--- src/rtl/bf_sched_pkg.sv ---
// Shared state encoding and default frame geometry for the beamformer scan scheduler.
// The ERROR state is present only when BF_SCHED_TIMEOUT_EN is defined.
package bf_sched_pkg;

  localparam int DEBUG_W = 3;

  typedef enum logic [DEBUG_W-1:0] {
    ST_IDLE    = 3'd0,
    ST_ISSUE   = 3'd1,
    ST_WAIT_BF = 3'd2,
    ST_OUTPUT  = 3'd3
`ifdef BF_SCHED_TIMEOUT_EN
    ,ST_ERROR  = 3'd4
`endif
  } state_e;

  localparam int          DEF_X_POINTS  = 64;
  localparam int          DEF_Z_POINTS  = 256;
  localparam logic [15:0] DEF_X_START   = 16'h0000;
  localparam logic [15:0] DEF_X_STEP    = 16'h0010;
  localparam logic [15:0] DEF_Z_START   = 16'h0040;
  localparam logic [15:0] DEF_Z_STEP    = 16'h0004;
  localparam int          DEF_SUM_WIDTH = 20;
  localparam int          DEF_TIMEOUT   = 1023;

  function automatic int idx_w(input int n);
    return $clog2(n) + 1;
  endfunction

endpackage

--- src/rtl/bf_point_counter.sv ---
// Focal-grid walker: z inner, x outer, with incremental 16-bit coordinates that wrap modulo 2^16.
module bf_point_counter
  import bf_sched_pkg::*;
#(
  parameter int          X_POINTS = DEF_X_POINTS,
  parameter int          Z_POINTS = DEF_Z_POINTS,
  parameter logic [15:0] X_START  = DEF_X_START,
  parameter logic [15:0] X_STEP   = DEF_X_STEP,
  parameter logic [15:0] Z_START  = DEF_Z_START,
  parameter logic [15:0] Z_STEP   = DEF_Z_STEP,
  parameter int          XW       = idx_w(X_POINTS),
  parameter int          ZW       = idx_w(Z_POINTS)
) (
  input  logic          clk,
  input  logic          reset,
  input  logic          load_i,
  input  logic          advance_i,
  output logic [XW-1:0] x_idx_o,
  output logic [ZW-1:0] z_idx_o,
  output logic [15:0]   x_f_o,
  output logic [15:0]   z_f_o,
  output logic          line_last_o,
  output logic          frame_last_o
);

  logic [XW-1:0] x_idx_q, x_idx_d;
  logic [ZW-1:0] z_idx_q, z_idx_d;
  logic [15:0]   x_f_q, x_f_d;
  logic [15:0]   z_f_q, z_f_d;

  assign line_last_o  = (z_idx_q == ZW'(Z_POINTS - 1));
  assign frame_last_o = line_last_o && (x_idx_q == XW'(X_POINTS - 1));

  always_comb begin
    x_idx_d = x_idx_q;
    z_idx_d = z_idx_q;
    x_f_d   = x_f_q;
    z_f_d   = z_f_q;
    if (load_i) begin
      x_idx_d = '0;
      z_idx_d = '0;
      x_f_d   = X_START;
      z_f_d   = Z_START;
    end else if (advance_i) begin
      if (line_last_o) begin
        z_idx_d = '0;
        z_f_d   = Z_START;
        x_idx_d = x_idx_q + XW'(1);
        x_f_d   = x_f_q + X_STEP;
      end else begin
        z_idx_d = z_idx_q + ZW'(1);
        z_f_d   = z_f_q + Z_STEP;
      end
    end
  end

  always_ff @(posedge clk or negedge reset) begin
    if (!reset) begin
      x_idx_q <= '0;
      z_idx_q <= '0;
      x_f_q   <= X_START;
      z_f_q   <= Z_START;
    end else begin
      x_idx_q <= x_idx_d;
      z_idx_q <= z_idx_d;
      x_f_q   <= x_f_d;
      z_f_q   <= z_f_d;
    end
  end

  assign x_idx_o = x_idx_q;
  assign z_idx_o = z_idx_q;
  assign x_f_o   = x_f_q;
  assign z_f_o   = z_f_q;

endmodule

--- src/rtl/bf_scan_scheduler.sv ---
// Frame sequencer: one beamformer run per focal point, results streamed out with grid tags.
// Define BF_SCHED_TIMEOUT_EN to add the WAIT_BF watchdog and the sticky ERROR state.
module bf_scan_scheduler
  import bf_sched_pkg::*;
#(
  parameter int          X_POINTS  = DEF_X_POINTS,
  parameter int          Z_POINTS  = DEF_Z_POINTS,
  parameter logic [15:0] X_START   = DEF_X_START,
  parameter logic [15:0] X_STEP    = DEF_X_STEP,
  parameter logic [15:0] Z_START   = DEF_Z_START,
  parameter logic [15:0] Z_STEP    = DEF_Z_STEP,
  parameter int          SUM_WIDTH = DEF_SUM_WIDTH,
  parameter int          TIMEOUT   = DEF_TIMEOUT
) (
  input  logic                          clk,
  input  logic                          reset,
  input  logic                          scan_start,
  input  logic                          scan_abort,
  output logic                          bf_start,
  output logic [15:0]                   bf_x_f,
  output logic [15:0]                   bf_z_f,
  input  logic                          bf_done,
  input  logic [SUM_WIDTH-1:0]          bf_result,
  output logic                          out_valid,
  input  logic                          out_ready,
  output logic [SUM_WIDTH-1:0]          out_data,
  output logic [idx_w(X_POINTS)-1:0]    out_x_idx,
  output logic [idx_w(Z_POINTS)-1:0]    out_z_idx,
  output logic                          out_line_end,
  output logic                          out_frame_end,
  output logic                          busy,
  output logic                          frame_done,
  output logic                          error,
  output logic [DEBUG_W-1:0]            debug_state
);

  localparam int XW = idx_w(X_POINTS);
  localparam int ZW = idx_w(Z_POINTS);

  state_e               state_q, state_d;
  logic [SUM_WIDTH-1:0] out_data_q, out_data_d;
  logic                 line_end_q, line_end_d;
  logic                 frame_end_q, frame_end_d;
  logic                 frame_done_q, frame_done_d;
  logic                 error_q, error_d;
  logic                 ctr_load, ctr_adv;
  logic                 line_last, frame_last;

`ifdef BF_SCHED_TIMEOUT_EN
  localparam int TW = $clog2(TIMEOUT + 1);
  logic [TW-1:0] cnt_q, cnt_d;
`else
  localparam int unused_timeout = TIMEOUT;
`endif

  bf_point_counter #(
    .X_POINTS(X_POINTS), .Z_POINTS(Z_POINTS),
    .X_START(X_START), .X_STEP(X_STEP),
    .Z_START(Z_START), .Z_STEP(Z_STEP),
    .XW(XW), .ZW(ZW)
  ) u_point_counter (
    .clk(clk), .reset(reset),
    .load_i(ctr_load), .advance_i(ctr_adv),
    .x_idx_o(out_x_idx), .z_idx_o(out_z_idx),
    .x_f_o(bf_x_f), .z_f_o(bf_z_f),
    .line_last_o(line_last), .frame_last_o(frame_last)
  );

  always_comb begin
    state_d      = state_q;
    out_data_d   = out_data_q;
    line_end_d   = line_end_q;
    frame_end_d  = frame_end_q;
    frame_done_d = 1'b0;
    error_d      = error_q;
    ctr_load     = 1'b0;
    ctr_adv      = 1'b0;
`ifdef BF_SCHED_TIMEOUT_EN
    cnt_d        = cnt_q;
`endif
    case (state_q)
      ST_IDLE: begin
        if (scan_start) begin
          state_d  = ST_ISSUE;
          ctr_load = 1'b1;
          error_d  = 1'b0;
        end
      end
      ST_ISSUE: begin
        state_d = ST_WAIT_BF;
`ifdef BF_SCHED_TIMEOUT_EN
        cnt_d   = '0;
`endif
      end
      ST_WAIT_BF: begin
        if (bf_done) begin
          state_d     = ST_OUTPUT;
          out_data_d  = bf_result;
          line_end_d  = line_last;
          frame_end_d = frame_last;
        end
`ifdef BF_SCHED_TIMEOUT_EN
        else if (cnt_q == TW'(TIMEOUT - 1)) begin
          state_d = ST_ERROR;
          error_d = 1'b1;
        end else begin
          cnt_d = cnt_q + TW'(1);
        end
`endif
      end
      ST_OUTPUT: begin
        if (out_ready) begin
          line_end_d  = 1'b0;
          frame_end_d = 1'b0;
          if (frame_end_q) begin
            state_d      = ST_IDLE;
            frame_done_d = 1'b1;
          end else begin
            state_d = ST_ISSUE;
            ctr_adv = 1'b1;
          end
        end
      end
`ifdef BF_SCHED_TIMEOUT_EN
      ST_ERROR: state_d = ST_ERROR;
`endif
      default: state_d = ST_IDLE;
    endcase
    // Abort overrides any capture or handshake decided above.
    if (scan_abort && (state_q != ST_IDLE)) begin
      state_d      = ST_IDLE;
      out_data_d   = out_data_q;
      line_end_d   = 1'b0;
      frame_end_d  = 1'b0;
      frame_done_d = 1'b0;
      ctr_adv      = 1'b0;
    end
  end

  always_ff @(posedge clk or negedge reset) begin
    if (!reset) begin
      state_q      <= ST_IDLE;
      out_data_q   <= '0;
      line_end_q   <= 1'b0;
      frame_end_q  <= 1'b0;
      frame_done_q <= 1'b0;
      error_q      <= 1'b0;
`ifdef BF_SCHED_TIMEOUT_EN
      cnt_q        <= '0;
`endif
    end else begin
      state_q      <= state_d;
      out_data_q   <= out_data_d;
      line_end_q   <= line_end_d;
      frame_end_q  <= frame_end_d;
      frame_done_q <= frame_done_d;
      error_q      <= error_d;
`ifdef BF_SCHED_TIMEOUT_EN
      cnt_q        <= cnt_d;
`endif
    end
  end

  assign bf_start      = (state_q == ST_ISSUE);
  assign out_valid     = (state_q == ST_OUTPUT);
  assign out_data      = out_data_q;
  assign out_line_end  = line_end_q;
  assign out_frame_end = frame_end_q;
  assign busy          = (state_q != ST_IDLE);
  assign frame_done    = frame_done_q;
  assign debug_state   = state_q;
`ifdef BF_SCHED_TIMEOUT_EN
  assign error         = error_q;
`else
  assign error         = 1'b0;
`endif

endmodule

--- config.mk ---
export PLATFORM = sky130hd
export DESIGN_NAME = bf_scan_scheduler
export DESIGN_NICKNAME = d
export VERILOG_FILES = /design/src/rtl/bf_sched_pkg.sv /design/src/rtl/bf_point_counter.sv /design/src/rtl/bf_scan_scheduler.sv
export SDC_FILE = /design/constraint.sdc
export NUM_CORES = 1
export LEC_CHECK = 0
export CAP_MARGIN = 20
export CORE_MARGIN = 4
export CORE_UTILIZATION = 47
export DETAILED_ROUTE_END_ITERATION = 10
export PLACE_DENSITY = 0.8
export SETUP_SLACK_MARGIN = 0.2
export SLEW_MARGIN = 10
export SYNTH_ARGS = -nofsm -noshare
export SYNTH_HDL_FRONTEND = slang
export SYNTH_SLANG_ARGS = --single-unit
--- constraint.sdc ---
create_clock -name clk -period 2.4 [get_ports clk]
set_clock_uncertainty 0.2 [all_clocks]
set_input_delay 0.48 -clock clk [delete_from_list [all_inputs] [get_ports clk]]
set_output_delay 0.48 -clock clk [all_outputs]
set_load 0.005 [all_outputs]
==> results.json <==
{
  "outcome": "completed",
  "layoutNonFillerInstCount": 546,
  "r2r_cells": 8,
  "period_needed_ns": 2.14,
  "synth_cells": 327,
  "ys_top_cells_by_area": "dfrtp_1 (49%), mux2_2 (7.3%), nand2_1 (4.4%)",
  "synth_top_cell_area_share_pct": 48.8,
  "r2r_setup_slack_ns": 0.27,
  "async_flop_share_pct": 100,
  "insertion_delay_ns": 0.34,
  "synth_area_leader_cell": "dfrtp_1",
  "cp.depth": 5,
  "gr-usage-all-layers_pct": 21.3,
  "p_leak_nw": 2.05,
  "first_pass_iters": 4,
  "port_buffers": 95,
  "arrival_ns": 1.46,
  "viasPerCell": 5.38,
  "start_kind": "flop",
  "synth_top_family_by_area": "simple AND/OR/NAND/NOR gates",
  "cpPeakStageDelay_ns": 0.45,
  "cpLargestDelayFamily": "buffers and inverters",
  "diodes": 0,
  "peakVddDrop_mv": 0.432,
  "antenna_found_initial": 0,
  "fin_nets": 481,
  "drive_gt1_share_pct": 17.6,
  "syn_area_mm2": 0.00338,
  "finalSetupTns_ns": 0,
  "wirelength_mm": 8.78,
  "ys_ff_latch": 67,
  "drt_iter0_drc": 149,
  "gp_congestion": 0.832,
  "layout_commonest_cell": "clkdlybuf4s50_1",
  "synth_ff_type": "dfrtp_1",
  "cellInternalPower_mw": 2.75,
  "nFillCells": 529,
  "dieArea_mm2": 0.00862,
  "synth-simple-area-share_pct": 19.4,
  "initial_core_util_pct": 49.0,
  "avgSynthCellArea_um2": 10.3,
  "die_x_um": 92.8,
  "core_area_mm2": 0.00691,
  "maxCapViolCount": 0,
  "grt_max_degree": 68,
  "dpl.hpwl_mm": 6.43,
  "cts_buffer_depth": 2,
  "crit_buf_inv": 4,
  "combinationalPowerShare_pct": 40.2,
  "powerDensity_mw_per_mm2": 839,
  "path_max_fanout": 7,
  "cp-end-kind": "output pin",
  "worstPathRequired_ns": 1.72,
  "p_seq_share_pct": 38.7,
  "timing.fmax_ghz": 0.467,
  "row_count": 30,
  "htreeDepth": 3,
  "synth_compound_area_share_pct": 11.7,
  "tritoncts": "yes",
  "placed_cells": 524,
  "synth_xor_area_share_pct": 3.37,
  "ys_seq_area_share_pct": 49.6,
  "crit_path_top_delay_cell": "dfrtp_2",
  "clock_power_share_pct": 21.1,
  "muxShareOfSynthArea_pct": 7.95,
  "hold_slack_ns": 0.306,
  "hold_depth": 1,
  "vias": 2938,
  "grt_setup_unrepaired": "true",
  "hold_viol": 0,
  "wire_per_inst_um": 16.1,
  "num_io_pins": 104,
  "clkTransAtPathRegs_ns": 0.07,
  "critical_path_class": "flop to output pin",
  "grt_pass1_vias": 2916,
  "drcViolationCount": 0,
  "crit_chain": "inv_2 > buf_4 > ha_4 > inv_1 > dlygate4sd2_1",
  "synth_edf_count": 0,
  "min_period_over_period_pct": 89.2,
  "report.final.setup_viol": 0,
  "swShare_pct": 31.7,
  "hold_path.class": "flop to flop",
  "final_cell_mix": "clkdlybuf4s50_1 (91), dfrtp_1 (63), nand2_1 (40)",
  "cts_root_buf": "clkbuf_8",
  "syn2layout_area_growth_pct": 41.7,
  "cts_sinks": 67,
  "drv_slew": 0,
  "dieHeight_um": 92.8,
  "final_antenna_net_count": 0,
  "cts_buffers": 9,
  "overflow": 0,
  "switching_power_mw": 1.28,
  "grt_pass1_wl_mm": 14.5,
  "ys_types": 50,
  "synth_warnings": 0,
  "synth_fa_ha_area_share_pct": 3.70
}
[synthesized netlist by cell type, types with 10 or more instances]
| library cell | count |
|---|---|
| ha_1 | 10 |
| o21ai_0 | 19 |
| mux2_2 | 22 |
| nor2_1 | 20 |
| buf_4 | 10 |
| o21ai_1 | 13 |
| xor2_1 | 11 |
| nand2_1 | 40 |
| a21oi_1 | 11 |
| nand3_1 | 12 |
| dfrtp_1 | 66 |
[path summary, 6_finish.rpt]
kind / startpoint / end
worst min register to register: u_point_counter.x_f_o[9] / u_point_counter.x_f_o[9]
min in group asynchronous: reset / u_point_counter.z_f_o[11]
max in group asynchronous: reset / debug_state[1]
worst max-delay path: debug_state[1] / busy
worst min-delay path: u_point_counter.x_f_o[9] / u_point_counter.x_f_o[9]
worst max register to register: debug_state[1] / u_point_counter.z_f_o[9]
[cell families (layout without fill, tap and decap cells)]
family | Yosys count | after routing
and+or+nand+nor | 121 | 121
AOI/OAI and AO/OA | 67 | 67
DFF | 67 | 67
muxes | 24 | 24
buffers and inverters | 24 | 140
xor gates and xnor gates | 13 | 13
adders and majority gates | 10 | 10
other | 1 | 8
[per-layer routing]
metal / vias up / global-route usage, % / share of wire (%)
li1: 1407 / - / -
met1: 1435 / 29.5 / 45
met2: 81 / 34.0 / 49
met3: 15 / 3.17 / 3.2
met5: - / 0 / 0
met4: 0 / 7.57 / 1.9
[power groups by stage]
stage | logic (mW) | clock network, mW | registers (mW)
after CTS | 1.55 | 0.868 | 1.54
after detailed placement | 1.50 | 0 | 1.56
after floorplan | 0.668 | 0 | 1.56
after global placement | 1.47 | 0 | 1.55
after global routing | 1.75 | 0.925 | 1.59
final | 1.62 | 0.848 | 1.56
[cell type report]
| type | instances | area (µm²) | area share, % |
|---|---|---|---|
| clock buffer | 14 | 163 | 3.39 |
| multi-input combinational | 243 | 1650 | 34.5 |
| sequential | 67 | 1680 | 35.1 |
| tap | 96 | 120 | 2.51 |
| inverter | 7 | 26.3 | 0.548 |
| clock inverter | 2 | 10.0 | 0.209 |
| timing repair buffer | 117 | 1140 | 23.8 |
[metrics by stage]
step	setup WS, ns	power (mW)	utilization [%]	area, µm²
after floorplan	0.373	2.23	-	3410
after global placement	0.100	3.02	65.2	4510
after detailed placement	0.0649	3.06	65.2	4510
after CTS	0.163	3.96	68.3	4710
after global routing	0.182	4.26	69.4	4790
final	0.259	4.02	69.4	4790
[state kept, by name (all words and copies together) (netlist names)]
register                 count
out_frame_end                1
u_point_counter.x_f_o       12
out_data                    20
debug_state                  2
frame_done                   1
u_point_counter.z_f_o       14
u_point_counter.x_idx_o      7
out_line_end                 1
u_point_counter.z_idx_o      9
[timing repair]
action	in CTS	in global routing
gates cloned	0	0
resized for setup	7	13
pin swaps	0	3
endpoints found under the hold margin	66	0
setup endpoints to repair	5	39
buffers inserted	2	3
hold buffers	1	0
No activity file was read; power rests on OpenSTA's default activity.
